--- src/rtl/id_ctrl_stage.sv ---
// id_ctrl_stage
// Registered decode/control stage of the RV32I five-stage pipeline, sitting
// between the IF/ID register and execute.
//   Parameters : XLEN  - width of the PC carried with the instruction
//                EN_M  - 1 decodes RV32M (R-type funct7 = 0000001) as legal
//                CNT_W - width of the saturating load-use bubble counter
//   Inputs     : clk, rst_n (async, active-low), if_valid/instr/if_pc from
//                IF/ID, flush (redirect kill), ex_ready (execute consumes)
//   Outputs    : id_ready (combinational accept), ex_valid plus the ex_*
//                control bundle held in the ID/EX register, bubble_cnt
module id_ctrl_stage #(
  parameter int XLEN  = 32,
  parameter int EN_M  = 0,
  parameter int CNT_W = 16
) (
  input  logic             clk,
  input  logic             rst_n,
  input  logic             if_valid,
  input  logic [31:0]      instr,
  input  logic [XLEN-1:0]  if_pc,
  output logic             id_ready,
  input  logic             flush,
  input  logic             ex_ready,
  output logic             ex_valid,
  output logic             ex_alu_src,
  output logic             ex_mem_read,
  output logic             ex_mem_write,
  output logic             ex_reg_write,
  output logic             ex_mem_to_reg,
  output logic             ex_branch,
  output logic             ex_jump,
  output logic [1:0]       ex_alu_op,
  output logic [2:0]       ex_imm_type,
  output logic [4:0]       ex_rd,
  output logic [4:0]       ex_rs1,
  output logic [4:0]       ex_rs2,
  output logic [2:0]       ex_funct3,
  output logic             ex_funct7_5,
  output logic [XLEN-1:0]  ex_pc,
  output logic             ex_illegal,
  output logic [CNT_W-1:0] bubble_cnt
);

  localparam logic [6:0] OP_R      = 7'b0110011;
  localparam logic [6:0] OP_I      = 7'b0010011;
  localparam logic [6:0] OP_LOAD   = 7'b0000011;
  localparam logic [6:0] OP_STORE  = 7'b0100011;
  localparam logic [6:0] OP_BRANCH = 7'b1100011;
  localparam logic [6:0] OP_JAL    = 7'b1101111;
  localparam logic [6:0] OP_JALR   = 7'b1100111;
  localparam logic [6:0] OP_LUI    = 7'b0110111;
  localparam logic [6:0] OP_AUIPC  = 7'b0010111;
  localparam logic [6:0] OP_FENCE  = 7'b0001111;

  function automatic logic [CNT_W-1:0] sat_inc(input logic [CNT_W-1:0] c);
    if (&c) return c;
    return c + CNT_W'(1);
  endfunction

  // ---- stage p0: combinational decode of the incoming instruction ----
  logic [6:0] opcode_p0;
  logic [6:0] funct7_p0;
  logic [4:0] rs1_p0;
  logic [4:0] rs2_p0;

  assign opcode_p0 = instr[6:0];
  assign funct7_p0 = instr[31:25];
  assign rs1_p0    = instr[19:15];
  assign rs2_p0    = instr[24:20];

  logic       alu_src_p0, mem_read_p0, mem_write_p0, reg_write_p0;
  logic       mem_to_reg_p0, branch_p0, jump_p0, illegal_p0;
  logic [1:0] alu_op_p0;
  logic [2:0] imm_type_p0;
  logic       rs1_use_p0, rs2_use_p0;

  always_comb begin
    alu_src_p0    = 1'b0;
    mem_read_p0   = 1'b0;
    mem_write_p0  = 1'b0;
    reg_write_p0  = 1'b0;
    mem_to_reg_p0 = 1'b0;
    branch_p0     = 1'b0;
    jump_p0       = 1'b0;
    illegal_p0    = 1'b0;
    alu_op_p0     = 2'b00;
    imm_type_p0   = 3'b000;
    rs1_use_p0    = 1'b0;
    rs2_use_p0    = 1'b0;
    case (opcode_p0)
      OP_R: begin
        // Register usage follows the opcode even when funct7 is rejected.
        rs1_use_p0 = 1'b1;
        rs2_use_p0 = 1'b1;
        if (funct7_p0 == 7'b0000000 || funct7_p0 == 7'b0100000) begin
          alu_op_p0    = 2'b10;
          reg_write_p0 = 1'b1;
          imm_type_p0  = 3'b111;
        end else if ((EN_M != 0) && funct7_p0 == 7'b0000001) begin
          alu_op_p0    = 2'b11;
          reg_write_p0 = 1'b1;
          imm_type_p0  = 3'b111;
        end else begin
          illegal_p0 = 1'b1;
        end
      end
      OP_I: begin
        alu_src_p0   = 1'b1;
        alu_op_p0    = 2'b10;
        reg_write_p0 = 1'b1;
        rs1_use_p0   = 1'b1;
      end
      OP_LOAD: begin
        alu_src_p0    = 1'b1;
        mem_read_p0   = 1'b1;
        reg_write_p0  = 1'b1;
        mem_to_reg_p0 = 1'b1;
        rs1_use_p0    = 1'b1;
      end
      OP_STORE: begin
        alu_src_p0   = 1'b1;
        mem_write_p0 = 1'b1;
        imm_type_p0  = 3'b001;
        rs1_use_p0   = 1'b1;
        rs2_use_p0   = 1'b1;
      end
      OP_BRANCH: begin
        alu_op_p0   = 2'b01;
        branch_p0   = 1'b1;
        imm_type_p0 = 3'b010;
        rs1_use_p0  = 1'b1;
        rs2_use_p0  = 1'b1;
      end
      OP_JAL: begin
        jump_p0      = 1'b1;
        reg_write_p0 = 1'b1;
        imm_type_p0  = 3'b100;
      end
      OP_JALR: begin
        alu_src_p0   = 1'b1;
        jump_p0      = 1'b1;
        reg_write_p0 = 1'b1;
        rs1_use_p0   = 1'b1;
      end
      OP_LUI, OP_AUIPC: begin
        alu_src_p0   = 1'b1;
        reg_write_p0 = 1'b1;
        imm_type_p0  = 3'b011;
      end
      OP_FENCE: ;
      default: illegal_p0 = 1'b1;
    endcase
  end

  // Load-use: the held entry is a load whose rd the incoming instr reads.
  logic hz_p0, vld_p0, bubble_p0;

  assign hz_p0 = ex_valid & ex_mem_read & (ex_rd != 5'd0) &
                 ((rs1_use_p0 & (rs1_p0 == ex_rd)) |
                  (rs2_use_p0 & (rs2_p0 == ex_rd)));
  assign id_ready  = ~flush & ~hz_p0 & (~ex_valid | ex_ready);
  assign vld_p0    = if_valid & id_ready;
  assign bubble_p0 = hz_p0 & ex_ready & if_valid & ~flush;

  // ---- stage p1: ID/EX register ----
  always_ff @(posedge clk or negedge rst_n) begin
    if (!rst_n) begin
      ex_valid      <= 1'b0;
      ex_alu_src    <= 1'b0;
      ex_mem_read   <= 1'b0;
      ex_mem_write  <= 1'b0;
      ex_reg_write  <= 1'b0;
      ex_mem_to_reg <= 1'b0;
      ex_branch     <= 1'b0;
      ex_jump       <= 1'b0;
      ex_alu_op     <= 2'b00;
      ex_imm_type   <= 3'b000;
      ex_rd         <= 5'd0;
      ex_rs1        <= 5'd0;
      ex_rs2        <= 5'd0;
      ex_funct3     <= 3'b000;
      ex_funct7_5   <= 1'b0;
      ex_pc         <= '0;
      ex_illegal    <= 1'b0;
      bubble_cnt    <= '0;
    end else begin
      // Flush wins over everything; vld_p0 is already low under flush.
      if (flush) begin
        ex_valid <= 1'b0;
      end else if (vld_p0) begin
        ex_valid      <= 1'b1;
        ex_alu_src    <= alu_src_p0;
        ex_mem_read   <= mem_read_p0;
        ex_mem_write  <= mem_write_p0;
        ex_reg_write  <= reg_write_p0;
        ex_mem_to_reg <= mem_to_reg_p0;
        ex_branch     <= branch_p0;
        ex_jump       <= jump_p0;
        ex_alu_op     <= alu_op_p0;
        ex_imm_type   <= imm_type_p0;
        ex_rd         <= instr[11:7];
        ex_rs1        <= rs1_p0;
        ex_rs2        <= rs2_p0;
        ex_funct3     <= instr[14:12];
        ex_funct7_5   <= instr[30];
        ex_pc         <= if_pc;
        ex_illegal    <= illegal_p0;
      end else if (ex_ready) begin
        ex_valid <= 1'b0;
      end
      if (bubble_p0) bubble_cnt <= sat_inc(bubble_cnt);
    end
  end

endmodule

--- config.mk ---
export PLATFORM = sky130hd
export DESIGN_NAME = id_ctrl_stage
export DESIGN_NICKNAME = d
export VERILOG_FILES = /design/src/rtl/id_ctrl_stage.sv
export SDC_FILE = /design/constraint.sdc
export NUM_CORES = 1
export LEC_CHECK = 0
export CAP_MARGIN = 0
export CORE_UTILIZATION = 55
export DETAILED_ROUTE_END_ITERATION = 8
export DONT_BUFFER_PORTS = 1
export GPL_TIMING_DRIVEN = 0
export PLACE_DENSITY = 0.74
export SETUP_SLACK_MARGIN = 0.5
export SLEW_MARGIN = 15
export SYNTH_ARGS = -nofsm -noshare
export SYNTH_HDL_FRONTEND = slang
export SYNTH_SLANG_ARGS = --single-unit
--- constraint.sdc ---
create_clock -name clk -period 6.3 [get_ports clk]
set_input_delay 0.945 -clock clk [delete_from_list [all_inputs] [get_ports clk]]
set_output_delay 0.945 -clock clk [all_outputs]
set_load 0.01 [all_outputs]
* Yosys cells after proc, flatten, opt, wreduce, memory -nomap -nowiden
Index checks and enable logic that the tools add are counted.
** Storage, ports and cells
- Output and inout bits :: 82
- Register bits after elaboration :: 80
** Cells by class
- Bitwise logic cells :: 16
- Equality and inequality tests :: 14
- Reductions and logical operators :: 14
- Muxes and demuxes :: 21
- Add/subtract/negate cells :: 1
** Operator list (number)
- $eq A7 B6 Y1 const B :: 4
- $eq A7 B7 Y1 const B :: 3
- $reduce_or A6 Y1 :: 3
- $add A16 B1 Y16 const B :: 1
- $mux W16 :: 1
- $reduce_and A16 Y1 :: 1
- $pmux W3 S5 :: 1
- $eq A7 B5 Y1 const B :: 2
- $mux W1 :: 14
- $and A1 B1 Y1 :: 11
- $eq A5 B5 Y1 :: 2
- $reduce_or A9 Y1 :: 1
- $eq A7 B2 Y1 const B :: 1
- $eq A7 B4 Y1 const B :: 1
- $logic_not A7 Y1 :: 1
- $pmux W2 S3 :: 1
- $reduce_bool A5 Y1 :: 1
- $pmux W1 S2 :: 2
- $reduce_and A2 Y1 :: 2
- $reduce_or A2 Y1 :: 2
- $mux W3 :: 1
- $not A1 Y1 :: 3
- $reduce_bool A3 Y1 :: 1
- $reduce_or A3 Y1 :: 1
- other kinds (4) :: 5

* Longest topological paths before layout
Gate-level depths: netlist of run 1.
- Depth after elaboration :: 12
- Mapped depth :: 7

* Least setup slack after synthesis of run 1
Ideal clock, no wire load.
- Path kind :: input to output
- Start :: input instr[2]
- End :: output id_ready
- Arrival time :: 2.263 ns
- Stages on the path :: 5
- Buffers on the path :: 2
- Slack :: 3.092 ns
- Cells stage by stage :: clkbuf_1 nor4b_2 a31oi_4 clkbuf_1 o211a_1
** Between the ends
- Longest elaborated chain between the ends :: 9
- Elaborated cells on any way between the ends :: 17
** RTL lines
- start: declaration :: line 19 : input logic [31:0] instr,
- $eq A7 B6 Y1 (tied with other cells) :: line 90 : case (opcode_p0)
- $reduce_or A6 Y1 (no source line) or $reduce_or A3 Y1 (tied branches)
- $mux W1 :: line 90
- $and A1 B1 Y1, on equally long branches :: line 159, 160
- $or A1 B1 Y1 (*) :: line 159 : ((rs1_use_p0 & (rs1_p0 == ex_rd)) |
- $and A1 B1 Y1 (*) :: line 158 : assign hz_p0 = ex_valid & ex_mem_read & (ex_rd != 5'd0) &
- $not A1 Y1 (*) :: line 161 : assign id_ready = ~flush & ~hz_p0 & (~ex_valid | ex_ready);
- $and A1 B1 Y1 (*) (2 in series) :: line 161
- end: declaration :: line 21 : output logic id_ready,
Every way passes the cells marked *; elsewhere a longest branch is shown, timed or not.

* Final worst setup path of run 1
Ends and elaborated chain as after synthesis.

==> results of run 1 <==
==> layout by cell type, fill, tap and decap left out, drive strengths merged, types with 2 or more instances in the layout <==
| cell | n |
|---|---|
| nor4 | 8 |
| nor3 | 9 |
| nand2b | 3 |
| mux2 | 64 |
| dfrtp | 79 |
| o21ai | 3 |
| o211a | 2 |
| nand3 | 9 |
| nand2 | 13 |
| clkbuf | 14 |
| xor2 | 22 |
| a31oi | 2 |
| nor4b | 2 |
| nor2 | 11 |
| inv | 3 |
| xnor2 | 2 |
| and2 | 2 |
| and4 | 2 |
| buf | 8 |
| a21oi | 4 |
| clkinv | 5 |
| nand4 | 6 |
==> cells by family after synthesis <==
kind of cell | count (synthesis) | share of synthesized area, %
AO/OA/AOI/OAI | 19 | 4.285
XOR/XNOR | 24 | 5.949
adder cells (fa/ha/maj) | 1 | 0.3541
buffers and inverters | 15 | 2.443
flip-flops | 79 | 55.95
multiplexers | 64 | 20.40
AND/OR/NAND/NOR | 70 | 10.62
==> worst paths after layout <==
check	from	to	slack, ns	depth (start not counted)
hold reg to reg	bubble_cnt[10]	bubble_cnt[10]	0.56	1
setup / recovery	instr[2]	id_ready	2.79	5
min in group clk	bubble_cnt[10]	bubble_cnt[10]	0.56	1
max in group asynchronous	rst_n	ex_pc[23]	5.90	0
hold / removal	rst_n	ex_funct3[2]	0.29	0
setup reg to reg	ex_rd[1]	ex_rs2[0]	3.47	6
==> Yosys cell counts (4+ instances only) <==
master,n
nor3_1,9
nor4_1,8
nand2_1,13
nor2_1,11
clkbuf_1,4
mux2_2,4
mux2_1,60
nand4_1,6
buf_4,8
xor2_1,22
nand3_1,9
a21oi_1,4
dfrtp_1,79
==> where the power goes <==
part	internal [W]	total (W)	switching (W)
Clock	0.000152	0.000331	0.000180
Combinational	0.0000482	0.0000843	0.0000361
Sequential	0.000565	0.000641	0.0000763
Total	0.000765	0.00106	0.000292
==> through the flow <==
step / std cells / hold WS [ns]
5_1_grt: 364 / 0.2472
4_1_cts: 363 / 0.2677
3_3_place_gp: 347 / 0.5405
3_5_place_dp: 347 / 0.5496
6_report: 364 / 0.2855
2_1_floorplan: 272 / 0.5221
==> worst reg2reg max path, stage by stage, from the launching register on <==
cell and delay [ns]:
dfrtp_1 0.48, xor2_1 0.20, nor4_1 0.60, a31oi_4 0.24
o2111ai_2 0.55, buf_4 0.30, mux2_1 0.35
==> layer usage <==
| layer | wire length (um) | vias to the layer above |
|---|---|---|
| met3 | 755 | 6 |
| met4 | 60 | 0 |
| met1 | 2779 | 1095 |
| met2 | 3411 | 107 |
| li1 | - | 1001 |
| met5 | 0 | - |
==> final cells by class <==
cell class | instances | area, um2 | share of cell area [%]
diodes | 1 | 2.502 | 0.06579
multi-input cells | 178 | 1470 | 38.65
clock inverters | 6 | 36.28 | 0.9539
inverters | 3 | 11.26 | 0.2961
well taps | 75 | 93.84 | 2.467
flip-flops and latches | 79 | 1977 | 51.97
clock buffers | 10 | 137.6 | 3.618
plain buffers | 12 | 75.07 | 1.974
==> results.py, run 1 <==
metrics = {
    "outcome": {
        "run_status": "completed",
    },
    "floorplan": {
        "ioPinCount": 151,
        "start_util_pct": 58.30,
        "core.rowCount": 28,
        "fp.coreArea_um2": 6061,
        "die-area_um2": 6749,
        "dieHeight_um": 82.15,
        "die-width_um": 82.15,
    },
    "setup_path": {
        "start_kind": "primary input",
        "maximum_cell_stage_delay_along_the_critical_path_ns": 0.57,
        "worstPathArrival_ns": 2.57,
        "required_ns": 5.35,
        "path_cells": "clkbuf_1 -> nor4b_2 -> a31oi_4 -> clkbuf_1 -> o211a_1",
        "crit_path_max_fanout": 10,
        "worst_setup_path_end_kind": "primary output",
        "cp.buffers_inverters": 2,
        "crit_family": "compound AO/OA/AOI/OAI gates",
        "critical_path.most_common_cell": "clkbuf_1",
        "critical_path.slowest_cell": "nor4b_2",
        "timing_worst_setup_path_type": "primary input to primary output",
    },
    "timing": {
        "final-max-slew-violation-count": 0,
        "finalSetupTns_ns": 0,
        "grt_setup_unrepaired": "no",
        "setup_slack_ns": 2.785,
        "finalSetupViolCount": 0,
        "worst_pin_slew_ns": 0.6384,
        "achievable-frequency_mhz": 284.5,
        "final_min_period_over_clock_period_pct": 55.79,
        "fin_crit_ns": 3.515,
        "slew-limit-headroom_pct": 57.04,
        "clock-skew-final_ns": 0.01122,
        "timing_hold_violations_final": 0,
    },
    "pwr": {
        "p_leak_nw": 1.722,
        "report.power.total_w": 0.001057,
        "irDropWorstVdd_mv": 0.2016,
        "powerDensity_nw_per_um2": 277.9,
    },
    "hold_path": {
        "hold_class": "primary input to asynchronous set/reset pin",
    },
    "final_layout": {
        "nets": 353,
        "fillerInstances": 476,
        "final_util_pct": 62.76,
        "top_regs": "ex_pc (32), bubble_cnt (16)",
        "largest_register": "ex_pc",
        "layout.cell_area.non_filler_um2": 3804,
        "largest_reg_flops": 32,
        "final_layout_size_suffix_gt1_share_pct": 10.76,
        "syn2layout_area_growth_pct": 7.649,
    },
    "route": {
        "drtPass1Iterations": 4,
        "antenna_violating_nets_post_route": 0,
        "drt_wl_total_um": 7007,
        "detail_route.drc_violations": 0,
        "drt_iter0_markers": 84,
        "routed-via-count": 2209,
        "drt-wirelength-per-cell_um": 19.25,
        "drt-vias-per-instance": 6.069,
    },
    "clocking": {
        "post_cts_resized": 0,
        "cts-root-buf": "clkbuf_8",
        "htree_num_levels": 3,
        "clk_latency_ns": 0.34,
        "tritoncts": "built",
        "cts.reportedPaths.clkPinSlew_ns": 0.08,
        "cts_made_buffers": 9,
        "cts_sinks": 79,
        "cts.path.max_buffers": 2,
        "cts.hold.buffers_added": 0,
        "post_cts_buffers": 0,
    },
    "placement": {
        "dp.final_hpwl_um": 5135,
        "buffer_ports.inserted": 0,
        "last_weighted_congestion_value_of_the_routability_driven_placer": 0.8181,
        "pre_cts_slack_ns": 2.781,
        "detailed_place.area_um2": 3627,
    },
    "synth": {
        "avgSynthCellArea_um2": 12.99,
        "post-synth-top-area-cell": "dfrtp_1",
        "netlist-cell-type-count": 38,
        "share_of_yosys_cell_area_claimed_by_the_top_area_cell_type_pct": 55.95,
        "syn_area_um2": 3533,
        "synth_edf_count": 0,
        "synth-seq-area-share_pct": 55.95,
        "mappedNetlistNets": 342,
        "yosys_warn_count": 0,
        "synthTopCellsByArea": "dfrtp_1, mux2_1, xor2_1",
        "ys_seq_elements": 79,
        "synth-main-ff-cell": "dfrtp_1",
        "synthCells": 272,
        "asyncSetResetFlopFracSynth_pct": 100.0,
    },
    "run": {
        "timing.max_cap.violations": 0,
    },
    "global_route": {
        "globalRouteMet1Util_pct": 26.07,
        "track_usage_pct": 22.09,
        "grt_start_max_net_pins": 80,
        "antenna_found_initial": 1,
        "global_route.usage.met3_pct": 11.98,
        "grt_use_met2_pct": 34.55,
        "aggregate_global_routing_overflow": 0,
        "wire_length_of_the_first_global_routing_pass_um": 10720,
        "via_count_of_the_first_global_routing_pass": 2266,
        "grt-busiest-layer": "met2",
    },
}
Power figures use the tool's default switching activity.
==> run 2, diff against run 1 <==
Clock period 6.3 ns to 3.4 ns, I/O delays scaled along.
==> results.py, run 2 (synthesis results as in run 1) <==
metrics = {
    "placement": {
        "dp.final_hpwl_um": 5135,
        "detailed_place.area_um2": 3627,
        "last_weighted_congestion_value_of_the_routability_driven_placer": 0.8181,
        "buffer_ports.inserted": 0,
        "place.detailed.instances": 347,
    },
    "clocking": {
        "htree_num_levels": 3,
        "cts.path.max_buffers": 2,
        "cts.reportedPaths.clkPinSlew_ns": 0.08,
        "clk_latency_ns": 0.34,
        "cts-root-buf": "clkbuf_8",
        "cts_made_buffers": 9,
        "cts_sinks": 79,
        "tritoncts": "built",
    },
    "route": {
        "drt_iter0_markers": 77,
        "antenna_violating_nets_post_route": 0,
        "detail_route.drc_violations": 0,
        "routed-via-count": 2218,
        "drt_wl_total_um": 6993,
        "drt-wirelength-per-cell_um": 19.16,
        "drtPass1Iterations": 5,
        "drt-vias-per-instance": 6.077,
    },
    "final_layout": {
        "area_occupied_by_multi_input_gates_um2": 1483,
        "fillerInstances": 471,
        "final_layout_size_suffix_gt1_share_pct": 12.11,
        "layout.area.seq_um2": 1977,
        "syn2layout_area_growth_pct": 8.817,
        "nets": 354,
        "final_cell_mix": "dfrtp_1, mux2_1, xor2_1",
        "largest_reg_flops": 32,
        "layout.cell_area.non_filler_um2": 3845,
        "layout_commonest_cell": "dfrtp_1",
        "top_regs": "ex_pc (32), bubble_cnt (16)",
        "final_util_pct": 63.44,
        "stdcell_count": 365,
        "largest_register": "ex_pc",
    },
    "timing": {
        "worst_pin_slew_ns": 0.5532,
        "grt_setup_unrepaired": "no",
        "achievable-frequency_mhz": 365.8,
        "finalSetupTns_ns": 0,
        "finalSetupViolCount": 0,
        "slew-limit-headroom_pct": 63.12,
        "final-max-slew-violation-count": 0,
        "hold_slack_ns": 0.04833,
        "clock-skew-final_ns": 0.01167,
        "timing_hold_violations_final": 0,
        "fin_crit_ns": 2.734,
        "final_min_period_over_clock_period_pct": 80.40,
    },
    "setup_path": {
        "start_kind": "register",
        "maximum_cell_stage_delay_along_the_critical_path_ns": 0.49,
        "worstPathArrival_ns": 2.22,
        "crit_path_max_fanout": 10,
        "path_cells": "xor2_1 -> nor4_2 -> and4_1 -> a31oi_4 -> buf_2 -> o211a_1",
        "critical_path.slowest_cell": "dfrtp_1",
        "worst_setup_path_end_kind": "primary output",
        "timing_worst_setup_path_type": "register to primary output",
        "required_ns": 2.89,
    },
    "pwr": {
        "power.share.combinational_pct": 9.1,
        "power.internal_w": 0.001422,
        "power_share_of_the_clock_group_pct": 30.9,
        "powerDensity_nw_per_um2": 515.6,
        "reported_net_switching_power_w": 0.0005607,
        "p_leak_nw": 1.737,
        "seq_power_share_pct": 59.9,
        "irDropWorstVdd_mv": 0.3719,
        "sw_frac_of_total_pct": 28.28,
    },
    "global_route": {
        "aggregate_global_routing_overflow": 0,
        "antenna_found_initial": 1,
        "track_usage_pct": 22.12,
        "grt_start_max_net_pins": 80,
        "wire_length_of_the_first_global_routing_pass_um": 10740,
        "via_count_of_the_first_global_routing_pass": 2284,
    },
    "floorplan": {
        "dieHeight_um": 82.15,
        "die-area_um2": 6749,
        "core.rowCount": 28,
        "die-width_um": 82.15,
        "start_util_pct": 58.30,
        "ioPinCount": 151,
        "fp.coreArea_um2": 6061,
    },
    "outcome": {
        "run_status": "completed",
    },
    "run": {
        "timing.max_cap.violations": 0,
    },
    "hold_path": {
        "hold_class": "primary input to asynchronous set/reset pin",
    },
}
## run 2: path summary, 6_finish.rpt
check	slack (ns)	cells past startpoint	startpoint	endpoint
worst max-delay path	0.67	6	ex_rd[2]	id_ready
worst min-delay path	0.05	1	rst_n	ex_imm_type[2]
worst max register to register	0.75	7	ex_rd[2]	ex_rs2[0]
worst min register to register	0.56	1	bubble_cnt[10]	bubble_cnt[10]
max in group asynchronous	3.05	1	rst_n	bubble_cnt[14]
min in group clk	0.22	1	flush	ex_valid
## run 2: final cells by class
type                       instances  area share [%]
inverter                           3          0.2929
timing repair buffer               1          0.7159
multi-input combinational        178           38.56
clock inverter                     6          0.9437
tap                               75           2.441
antenna                            1         0.06508
clock buffer                      10           3.580
sequential                        79           51.42
buffer                            12           1.985
## run 2: critical path: cells and delay by family, from the launching register on
family	cells	cell delay (ns)
compound gates	2	0.37
buf+inv	1	0.25
flops	1	0.49
simple gates	2	0.55
xor+xnor	1	0.21
## run 2: power groups by stage
stage               clock [W]  sequential [W]  combinational [W]
detailed placement          0         0.00121           0.000160
global placement            0         0.00121           0.000150
finish               0.000613         0.00119           0.000181
floorplan                   0         0.00118           0.000136
global route         0.000672         0.00120           0.000205
CTS                  0.000628         0.00119           0.000184
## run 2: layer usage
layer,global-route usage (%),vias to the layer above,wire length [um]
met1,26.00,1107,2751
met2,34.21,102,3414
li1,-,1001,-
met3,12.09,8,741
met4,7.719,0,86
met5,0,-,0
## run 2: per-stage QoR
stage,total power (W),setup WS [ns]
global placement,0.001357,0.5646
finish,0.001983,0.6664
CTS,0.002003,0.5068
detailed placement,0.001368,0.5090
global route,0.002082,0.5252
floorplan,0.001314,1.025
## run 2: repair_timing
action,4_1_cts,5_1_grt
buffers inserted,0,0
cloned,0,0
resized for setup,1,4
setup endpoints to repair,1,1
hold buffers,1,0
hold endpoints to repair,79,0
==> run 3, diff against run 2 <==
Settings changed: PLACE_DENSITY 0.74 to 0.77.
Clock period 3.4 ns to 2.27 ns, I/O delays scaled along.
==> results.py, run 3 (synthesis results as in run 1) <==
metrics = {
    "final_layout": {
        "layout.cell_area.non_filler_um2": 4616,
        "layout_commonest_cell": "dfrtp_1",
        "final_layout_size_suffix_gt1_share_pct": 40.91,
        "antennaDiodeCount": 0,
        "top_regs": "ex_pc (32), bubble_cnt (16)",
        "syn2layout_area_growth_pct": 30.63,
        "final_cell_mix": "dfrtp_1, mux2_4, xor2_1",
        "largest_reg_flops": 32,
        "largest_register": "ex_pc",
        "nets": 373,
    },
    "timing": {
        "setup_slack_ns": -0.1257,
        "worst_pin_slew_ns": 0.4139,
        "clock-skew-final_ns": 0.01179,
        "achievable-frequency_mhz": 417.4,
        "final_min_period_over_clock_period_pct": 105.5,
        "finalSetupViolCount": 59,
        "slew-limit-headroom_pct": 72.33,
        "grt_setup_unrepaired": "yes",
        "hold_slack_ns": -0.3237,
        "final-max-slew-violation-count": 0,
        "timing_hold_violations_final": 79,
        "finalSetupTns_ns": -4.134,
        "fin_crit_ns": 2.396,
    },
    "global_route": {
        "track_usage_pct": 25.29,
        "antenna_found_initial": 0,
        "aggregate_global_routing_overflow": 0,
        "via_count_of_the_first_global_routing_pass": 2409,
        "wire_length_of_the_first_global_routing_pass_um": 12280,
        "grt_start_max_net_pins": 80,
    },
    "clocking": {
        "cts.path.max_buffers": 2,
        "htree_num_levels": 3,
        "cts_made_buffers": 9,
        "cts.reportedPaths.clkPinSlew_ns": 0.09,
        "cts_sinks": 79,
        "clk_latency_ns": 0.35,
        "tritoncts": "built",
        "cts-root-buf": "clkbuf_8",
    },
    "placement": {
        "pre_cts_slack_ns": -0.2806,
        "last_weighted_congestion_value_of_the_routability_driven_placer": 0.8480,
        "detailed_place.area_um2": 3676,
        "dp.final_hpwl_um": 5177,
        "buffer_ports.inserted": 0,
    },
    "outcome": {
        "run_status": "complete, but fails checks",
        "failed_checks": "negative hold slack, negative setup slack",
    },
    "route": {
        "routed-via-count": 2387,
        "drt-wirelength-per-cell_um": 22.32,
        "drtPass1Iterations": 4,
        "drt_wl_total_um": 8550,
        "antenna_violating_nets_post_route": 0,
        "drt-vias-per-instance": 6.232,
        "drt_iter0_markers": 99,
        "detail_route.drc_violations": 0,
    },
    "setup_path": {
        "r2r_end": "ex_rs2[2]",
        "critical_path.most_common_cell": "buf_12",
        "start_kind": "register",
        "worst_setup_path_end_kind": "register",
        "reg2regPathDepth": 9,
        "maximum_cell_stage_delay_along_the_critical_path_ns": 0.48,
        "required_ns": 2.50,
        "critical_path.slowest_cell": "dfrtp_2",
        "crit_path_max_fanout": 6,
        "worstPathArrival_ns": 2.63,
        "path_cells": "xor2_1 -> nor4_2 -> and4_1 -> a31oi_4 -> o2111ai_4 -> buf_12 -> buf_12 -> buf_16 -> mux2_4",
        "rr_startpoint": "ex_rd[1]",
        "setup.reg_to_reg.worst_slack_ns": -0.13,
        "timing_worst_setup_path_type": "register to register",
    },
    "pwr": {
        "p_leak_nw": 2.272,
        "irDropWorstVdd_mv": 0.5465,
        "powerDensity_nw_per_um2": 687.5,
    },
    "floorplan": {
        "die-area_um2": 6749,
        "core.rowCount": 28,
        "start_util_pct": 58.30,
        "ioPinCount": 151,
        "dieHeight_um": 82.15,
        "die-width_um": 82.15,
        "fp.coreArea_um2": 6061,
    },
    "hold_path": {
        "hold_class": "primary input to asynchronous set/reset pin",
    },
    "run": {
        "timing.max_cap.violations": 0,
    },
}
## run 3: layout make-up
| class | count | area [um2] |
|---|---|---|
| Clock buffer | 10 | 137.6 |
| Tap cell | 75 | 93.84 |
| Fill cell | 378 | 1445 |
| Buffer | 12 | 143.9 |
| Sequential cell | 79 | 1983 |
| Timing Repair Buffer | 20 | 294.0 |
| Inverter | 3 | 11.26 |
| Multi-Input combinational cell | 178 | 1907 |
| Clock inverter | 6 | 45.04 |
## run 3: how the worst max path moves through the flow
stage	from	endpoint	slack [ns]	depth (start not counted)
after global routing	ex_rd[1]	ex_alu_src	-0.22	9
after floorplan	ex_rd[1]	ex_rd[1]	0.12	5
after CTS	ex_rd[0]	id_ready	-0.15	6
final	ex_rd[1]	ex_rs2[2]	-0.13	9
after detailed placement	ex_rd[1]	ex_rd[3]	-0.28	7
after global placement	ex_rd[1]	ex_imm_type[1]	-0.24	7
## run 3: stage by stage
| step | instances | utilization [%] | power [W] |
|---|---|---|---|
| 6_report | 383 | 76.16 | 0.003173 |
| 5_1_grt | 383 | 76.16 | 0.003288 |
| 4_1_cts | 379 | 72.67 | 0.003156 |
| 3_5_place_dp | 347 | 60.65 | 0.002057 |
| 3_3_place_gp | 347 | 60.65 | 0.002042 |
| 2_1_floorplan | 272 | - | 0.001977 |
## run 3: where the power goes
part           switching (W)  internal, W
logic               0.000140     0.000267
registers           0.000219      0.00157
clock network       0.000546     0.000431
total               0.000904      0.00227
## run 3: critical path, delay by kind of cell (launching register included)
kind                   cells  cell delay, ns
multiplexers               1            0.29
flip-flops                 1            0.48
AND/OR/NAND/NOR            2            0.58
XOR/XNOR                   1            0.17
AO/OA/AOI/OAI              2            0.35
buffers and inverters      3            0.42
## run 3: routing by layer
metal | up-vias | part of all wire [%] | GRT usage (%)
li1 | 1043 | - | -
met1 | 1220 | 40 | 30.52
met2 | 107 | 50 | 40.00
met3 | 17 | 8.0 | 9.560
met4 | 0 | 1.5 | 11.93
met5 | - | 0 | 0
## run 3: what timing repair did
item	in CTS	in global routing
setup buffers	13	4
cloned	3	0
resized for setup	79	38
pin swaps	17	12
setup endpoints to repair	80	80
hold endpoints to repair	79	79
